**src/rtl/ddr_pkg.sv**
```systemverilog
// Shared types and constants for the controller read-data capture path.
package ddr_pkg;

  localparam int DQ_W      = 8;
  localparam int RD_WORD_W = 64;

  localparam logic [3:0] BL4 = 4'd4;
  localparam logic [3:0] BL8 = 4'd8;

  typedef enum logic [2:0] {
    IDLE,
    WAIT_PRE,
    PRE,
    CAPTURE,
    PUSH
  } rd_cap_state_e;

  // Anything other than BL4 runs as a full BL8 burst.
  function automatic logic [3:0] norm_bl(input logic [3:0] bl);
    return (bl == BL4) ? BL4 : BL8;
  endfunction

  function automatic logic [1:0] norm_pre(input logic [1:0] pre);
    return (pre == 2'd0) ? 2'd1 : pre;
  endfunction

endpackage

```
**src/rtl/rd_capture_fifo.sv**
```systemverilog
// Synchronous word queue for captured read data; a push into a full queue is
// accepted only when a pop happens in the same cycle.
module rd_capture_fifo #(
  parameter int DEPTH = 4,
  parameter int WIDTH = 64
) (
  input  logic             CK_t,
  input  logic             reset,
  input  logic             push,
  input  logic [WIDTH-1:0] push_data,
  input  logic             pop,
  output logic [WIDTH-1:0] head,
  output logic             full,
  output logic             empty
);

  localparam int PTR_W = $clog2(DEPTH);

  logic [WIDTH-1:0] mem [DEPTH];
  logic [PTR_W-1:0] wr_ptr;
  logic [PTR_W-1:0] rd_ptr;
  logic [PTR_W:0]   count;
  logic             do_push;
  logic             do_pop;

  assign empty   = (count == '0);
  assign full    = (count == (PTR_W+1)'(DEPTH));
  assign do_pop  = pop && !empty;
  assign do_push = push && (!full || do_pop);
  assign head    = empty ? '0 : mem[rd_ptr];

  always_ff @(posedge CK_t or posedge reset) begin
    if (reset) begin
      wr_ptr <= '0;
      rd_ptr <= '0;
      count  <= '0;
    end else begin
      if (do_push) wr_ptr <= wr_ptr + 1'b1;
      if (do_pop)  rd_ptr <= rd_ptr + 1'b1;
      case ({do_push, do_pop})
        2'b10:   count <= count + 1'b1;
        2'b01:   count <= count - 1'b1;
        default: count <= count;
      endcase
    end
  end

  // Storage needs no reset: the head is masked to zero whenever the queue is empty.
  always_ff @(posedge CK_t) begin
    if (do_push) mem[wr_ptr] <= push_data;
  end

endmodule

```
**src/rtl/ctrl_rd_capture.sv**
```systemverilog
// Read-data capture: waits for the DQS preamble, samples BL beats of DQ and queues the word.
// Build option: define RD_DBI_EN to add the dbi_n port and un-invert beats flagged by it.
module ctrl_rd_capture
  import ddr_pkg::*;
#(
  parameter int FIFO_DEPTH = 4,
  parameter int RD_TIMEOUT = 16
) (
  input  logic                 CK_t,
  input  logic                 reset,
  input  logic                 rd_start,
  input  logic [1:0]           preamble,
  input  logic [3:0]           burst_length,
  input  logic                 dqs_t,
  input  logic                 dqs_c,
  input  logic [DQ_W-1:0]      dq,
`ifdef RD_DBI_EN
  input  logic                 dbi_n,
`endif
  output logic [RD_WORD_W-1:0] rd_data,
  output logic                 rd_valid,
  input  logic                 rd_ready,
  output logic                 busy,
  output logic                 rd_timeout,
  output logic                 rd_overflow
);

  localparam int               TMR_W    = $clog2(RD_TIMEOUT) + 1;
  localparam logic [TMR_W-1:0] TMO_LAST = TMR_W'(RD_TIMEOUT - 1);

  rd_cap_state_e          state;
  rd_cap_state_e          next_state;
  logic [1:0]             pre_len;
  logic [1:0]             pre_cnt;
  logic [3:0]             bl_len;
  logic [3:0]             beat;
  logic [TMR_W-1:0]       timer;
  logic [RD_WORD_W-1:0]   shift_reg;
  logic [DQ_W-1:0]        beat_data;
  logic                   preamble_seen;
  logic                   fifo_push;
  logic                   fifo_full;
  logic                   fifo_empty;
  logic                   set_timeout;
  logic                   set_overflow;

  assign preamble_seen = dqs_t && !dqs_c;

`ifdef RD_DBI_EN
  assign beat_data = dbi_n ? dq : ~dq;
`else
  assign beat_data = dq;
`endif

  always_ff @(posedge CK_t or posedge reset) begin
    if (reset) state <= IDLE;
    else       state <= next_state;
  end

  always_comb begin
    next_state = state;
    case (state)
      IDLE:     if (rd_start) next_state = WAIT_PRE;
      WAIT_PRE: begin
        if (preamble_seen)          next_state = (pre_len == 2'd1) ? CAPTURE : PRE;
        else if (timer == TMO_LAST) next_state = IDLE;
      end
      PRE:      if (pre_cnt == 2'd1) next_state = CAPTURE;
      CAPTURE:  if (beat == bl_len - 4'd1) next_state = PUSH;
      PUSH:     next_state = IDLE;
      default:  next_state = IDLE;
    endcase
  end

  always_comb begin
    busy         = 1'b0;
    fifo_push    = 1'b0;
    set_timeout  = 1'b0;
    set_overflow = 1'b0;
    case (state)
      WAIT_PRE: begin
        busy        = 1'b1;
        set_timeout = !preamble_seen && (timer == TMO_LAST);
      end
      PRE, CAPTURE: busy = 1'b1;
      PUSH: begin
        busy         = 1'b1;
        fifo_push    = 1'b1;
        set_overflow = fifo_full && !rd_ready;
      end
      default: ;
    endcase
  end

  // Burst parameters are frozen at rd_start; the shift register starts clear so short bursts zero-fill.
  always_ff @(posedge CK_t or posedge reset) begin
    if (reset) begin
      pre_len   <= 2'd1;
      pre_cnt   <= '0;
      bl_len    <= BL8;
      beat      <= '0;
      timer     <= '0;
      shift_reg <= '0;
    end else begin
      case (state)
        IDLE: begin
          if (rd_start) begin
            pre_len   <= norm_pre(preamble);
            bl_len    <= norm_bl(burst_length);
            pre_cnt   <= '0;
            beat      <= '0;
            timer     <= '0;
            shift_reg <= '0;
          end
        end
        WAIT_PRE: begin
          if (preamble_seen) pre_cnt <= pre_len - 2'd1;
          else               timer   <= timer + 1'b1;
        end
        PRE:     pre_cnt <= pre_cnt - 2'd1;
        CAPTURE: begin
          shift_reg[{beat[2:0], 3'b000} +: DQ_W] <= beat_data;
          beat <= beat + 4'd1;
        end
        default: ;
      endcase
    end
  end

  always_ff @(posedge CK_t or posedge reset) begin
    if (reset) begin
      rd_timeout  <= 1'b0;
      rd_overflow <= 1'b0;
    end else begin
      if (set_timeout)  rd_timeout  <= 1'b1;
      if (set_overflow) rd_overflow <= 1'b1;
    end
  end

  rd_capture_fifo #(
    .DEPTH (FIFO_DEPTH),
    .WIDTH (RD_WORD_W)
  ) u_fifo (
    .CK_t      (CK_t),
    .reset     (reset),
    .push      (fifo_push),
    .push_data (shift_reg),
    .pop       (rd_ready),
    .head      (rd_data),
    .full      (fifo_full),
    .empty     (fifo_empty)
  );

  assign rd_valid = !fifo_empty;

endmodule

```
**config.mk**
```make
export PLATFORM = sky130hd
export DESIGN_NAME = ctrl_rd_capture
export DESIGN_NICKNAME = d
export VERILOG_FILES = /design/src/rtl/ddr_pkg.sv /design/src/rtl/rd_capture_fifo.sv /design/src/rtl/ctrl_rd_capture.sv
export SDC_FILE = /design/constraint.sdc
export NUM_CORES = 1
export LEC_CHECK = 0
export BUFFER_PORTS_ARGS = -buffer_cell sky130_fd_sc_hd__buf_2
export CORE_MARGIN = 2
export CORE_UTILIZATION = 54
export DETAILED_ROUTE_END_ITERATION = 12
export HOLD_SLACK_MARGIN = 0.02
export PLACE_DENSITY = 0.75
export REMOVE_ABC_BUFFERS = 1
export SYNTH_ARGS = -nofsm -noshare
export SYNTH_HDL_FRONTEND = slang
export SYNTH_SLANG_ARGS = --single-unit
```
**constraint.sdc**
```tcl
create_clock -name CK_t -period 3.7 [get_ports CK_t]
set_clock_uncertainty 0.2 [all_clocks]
set_input_delay 0.37 -clock CK_t [delete_from_list [all_inputs] [get_ports CK_t]]
set_output_delay 0.37 -clock CK_t [all_outputs]
set_load 0.01 [all_outputs]
```
==> metrics.txt <==
average cell area after synthesis 16.31 µm²; Worst Path Arrival approximately 2.5 ns; Hold Fails Final Rpt 0; Final min period a little over 3 ns; Slowest Stage Delay on Critical Path between 0.7 and 0.8 ns; leakage 5.907 nW; DRT iter0 DRCs 621; number of flip-flops under the largest register name 256; Buffers on Ports 87; Fin Hold WS 0.04410 ns; Tcrit/Tclk final 82.95%; synth-to-layout area growth 15.66%; Vias 7497; initial antenna violation count 0; WL final 27.24 mm; CP startpoint kind flop; GRT Total Usage a little over a fifth; vias in the first global route 7626; final slew viol count 0; die footprint 0.02691 mm²; largest net degree at the start of global routing 74; FF-to-FF path depth 5; clock latency on the worst-skew pair 0.50 ns; Hold Crit Class in -> reg; FFs w/ async S/R, synth 26.22%; Root Driver clkbuf_16; max-cap viol count 0; cell row count 58; count of different cell masters after synthesis 51; Mapped Cells between 800 and 900; IO Pins 88; Routed WL per cell 20.73 µm; # DRC 0; clk buf depth 3; # diodes 0; Final Power 12.50 mW; Peak supply drop 0.3987 mV; Reg-to-Reg Start beat[0]; dominant synthesized flop cell edfxtp_1; Warnings, synthesis 0; Cell Chain, Critical Path buf_4, mux4_2, and2_1, buf_2; Worst slew margin 39.81%; Max FO, Critical Path 21; Worst Setup End Kind output pin; Inserted Clock Buffers 36; RSZ-0062 raised after global routing no; CP required 3.13 ns; Final HPWL DP between 15 and 20 mm; number of synthesized flops with an enable pin between 200 and 300; Die X 164.1 µm; Final Net Count 991; #FFs+latches synth 347; commonest non-fill, non-tap cells in the layout edfxtp_1 (256), dfrtp_1 (87), buf_2 (87); TritonCTS clock tree yes; status complete, no violations; worst hold path endpoint shift_reg[35]; CTS H-tree lvls 2; dpl cell area 0.01475 mm²; setup violators final 0; hold depth 3; reg-to-reg endpoint shift_reg[19]; most common cell after layout, fill and taps aside edfxtp_1; sequential element share of the synthesized area between 70% and 80%; post-route cell area 0.01600 mm²; first-pass GRT wire length approximately 43 mm; Vias/cell 5.705; Post-Syn Area 0.01383 mm²; first drt pass iteration count 5; clock transition at the registers of the reported paths 0.06 ns; power density cells 781.2 mW/mm²; setup_tns 0 ns; initial core utilization 54.93%; grt ovf 0; Core Region 0.02518 mm²; slew at the pin closest to its max-slew limit between 0.8 and 0.9 ns; Post-CTS Setup Repair Bufs 0; Final ANT Viol Nets 0; fraction of layout cells with a size suffix above 1 between 20 and 25%; RePlAce Congestion 0.7448; worst hold start dq[3]; placed cell count 1240; Layout Cells excl Fill 1314; fmax between 0.3 and 0.4 GHz; slowest CP cell dfrtp_4; Die H about 160 µm; flop2flop setup slack approximately 0.8 ns; Setup Crit Path Kind reg -> out; CTS sink count 347
-- stage by stage --
stage | util, % | setup WS [ns]
after floorplan | - | -0.3085
after global placement | 58.59 | 0.9168
after detailed placement | 58.59 | 0.7776
after CTS | 63.53 | 0.5575
after global routing | 63.53 | 0.4771
final | 63.53 | 0.6310
-- worst max-delay path: cells and delay by family (launching register included) --
| family | cells | cell delay, ns |
|---|---|---|
| mux | 1 | 0.55 |
| simple gates | 1 | 0.17 |
| buf+inv | 2 | 0.53 |
| flops | 1 | 0.73 |
-- metal layers --
metal	track usage [%]	wire length [µm]	vias up
met5	0	0	-
met4	5.502	504	0
met3	3.611	1469	43
met2	35.10	13490	237
met1	29.88	11780	3814
li1	-	-	3403
-- kinds of logic after synthesis --
family / Yosys count / synth area share (%)
and+or+nand+nor: 239 / 9.334
DFF: 347 / 72.05
buffers and inverters: 72 / 2.252
adders and majority gates: 13 / 1.230
muxes: 66 / 10.57
AOI/OAI and AO/OA: 103 / 4.052
xor gates and xnor gates: 8 / 0.5065
-- cell type report --
cell class	count	area [µm²]
flip-flops and latches	347	9972
fillers	1749	9183
multi-input cells	429	3561
clock buffers	51	1049
repair buffers	119	813.3
well taps	330	412.9
clock inverters	13	96.34
inverters	25	95.09
-- worst max-delay path by stage --
stage,startpoint,end,depth (start not counted)
2_1_floorplan,u_fifo.rd_ptr[0],rd_data[0],2
3_3_place_gp,beat[0],shift_reg[21],5
3_5_place_dp,beat[0],shift_reg[16],5
4_1_cts,u_fifo.rd_ptr[0],rd_data[29],4
5_1_grt,u_fifo.rd_ptr[0],rd_data[29],4
6_report,u_fifo.rd_ptr[0],rd_data[29],4
-- power by group --
| part | switching, mW | internal [mW] | total (mW) |
|---|---|---|---|
| clock | 1.40 | 2.04 | 3.44 |
| combinational | 1.83 | 1.64 | 3.48 |
| sequential | 0.617 | 4.96 | 5.58 |
| total | 3.85 | 8.65 | 12.5 |
-- cell usage after synthesis, types with 2 or more instances --
library cell | n | share of area (%)
buf_2 | 26 | 0.94
nor2b_1 | 2 | 0.090
nand4b_1 | 2 | 0.13
buf_1 | 5 | 0.14
o211ai_1 | 2 | 0.11
o21ai_0 | 79 | 2.9
xnor2_1 | 7 | 0.44
nor4b_1 | 3 | 0.19
a211o_1 | 2 | 0.13
edfxtp_1 | 256 | 56
clkbuf_1 | 13 | 0.35
nor2_1 | 7 | 0.19
nand2b_1 | 4 | 0.18
nand2_1 | 84 | 2.3
o21bai_1 | 2 | 0.11
mux4_2 | 64 | 10
or3_1 | 3 | 0.14
ha_1 | 12 | 1.1
a21oi_1 | 6 | 0.22
and3_1 | 3 | 0.14
nand3_1 | 43 | 1.6
nor3_2 | 2 | 0.14
buf_4 | 2 | 0.11
and2_1 | 70 | 3.2
dfstp_2 | 2 | 0.38
o31ai_1 | 3 | 0.16
inv_1 | 25 | 0.68
nand3b_1 | 4 | 0.22
dfrtp_1 | 89 | 16
nor3b_1 | 3 | 0.16
nor4_4 | 2 | 0.31
o22ai_1 | 2 | 0.090
-- what timing repair did --
item,4_1_cts,5_1_grt
resized for setup,0,0
hold buffers,10,0
hold endpoints to repair,54,0
(Power assumes the default switching activity.)
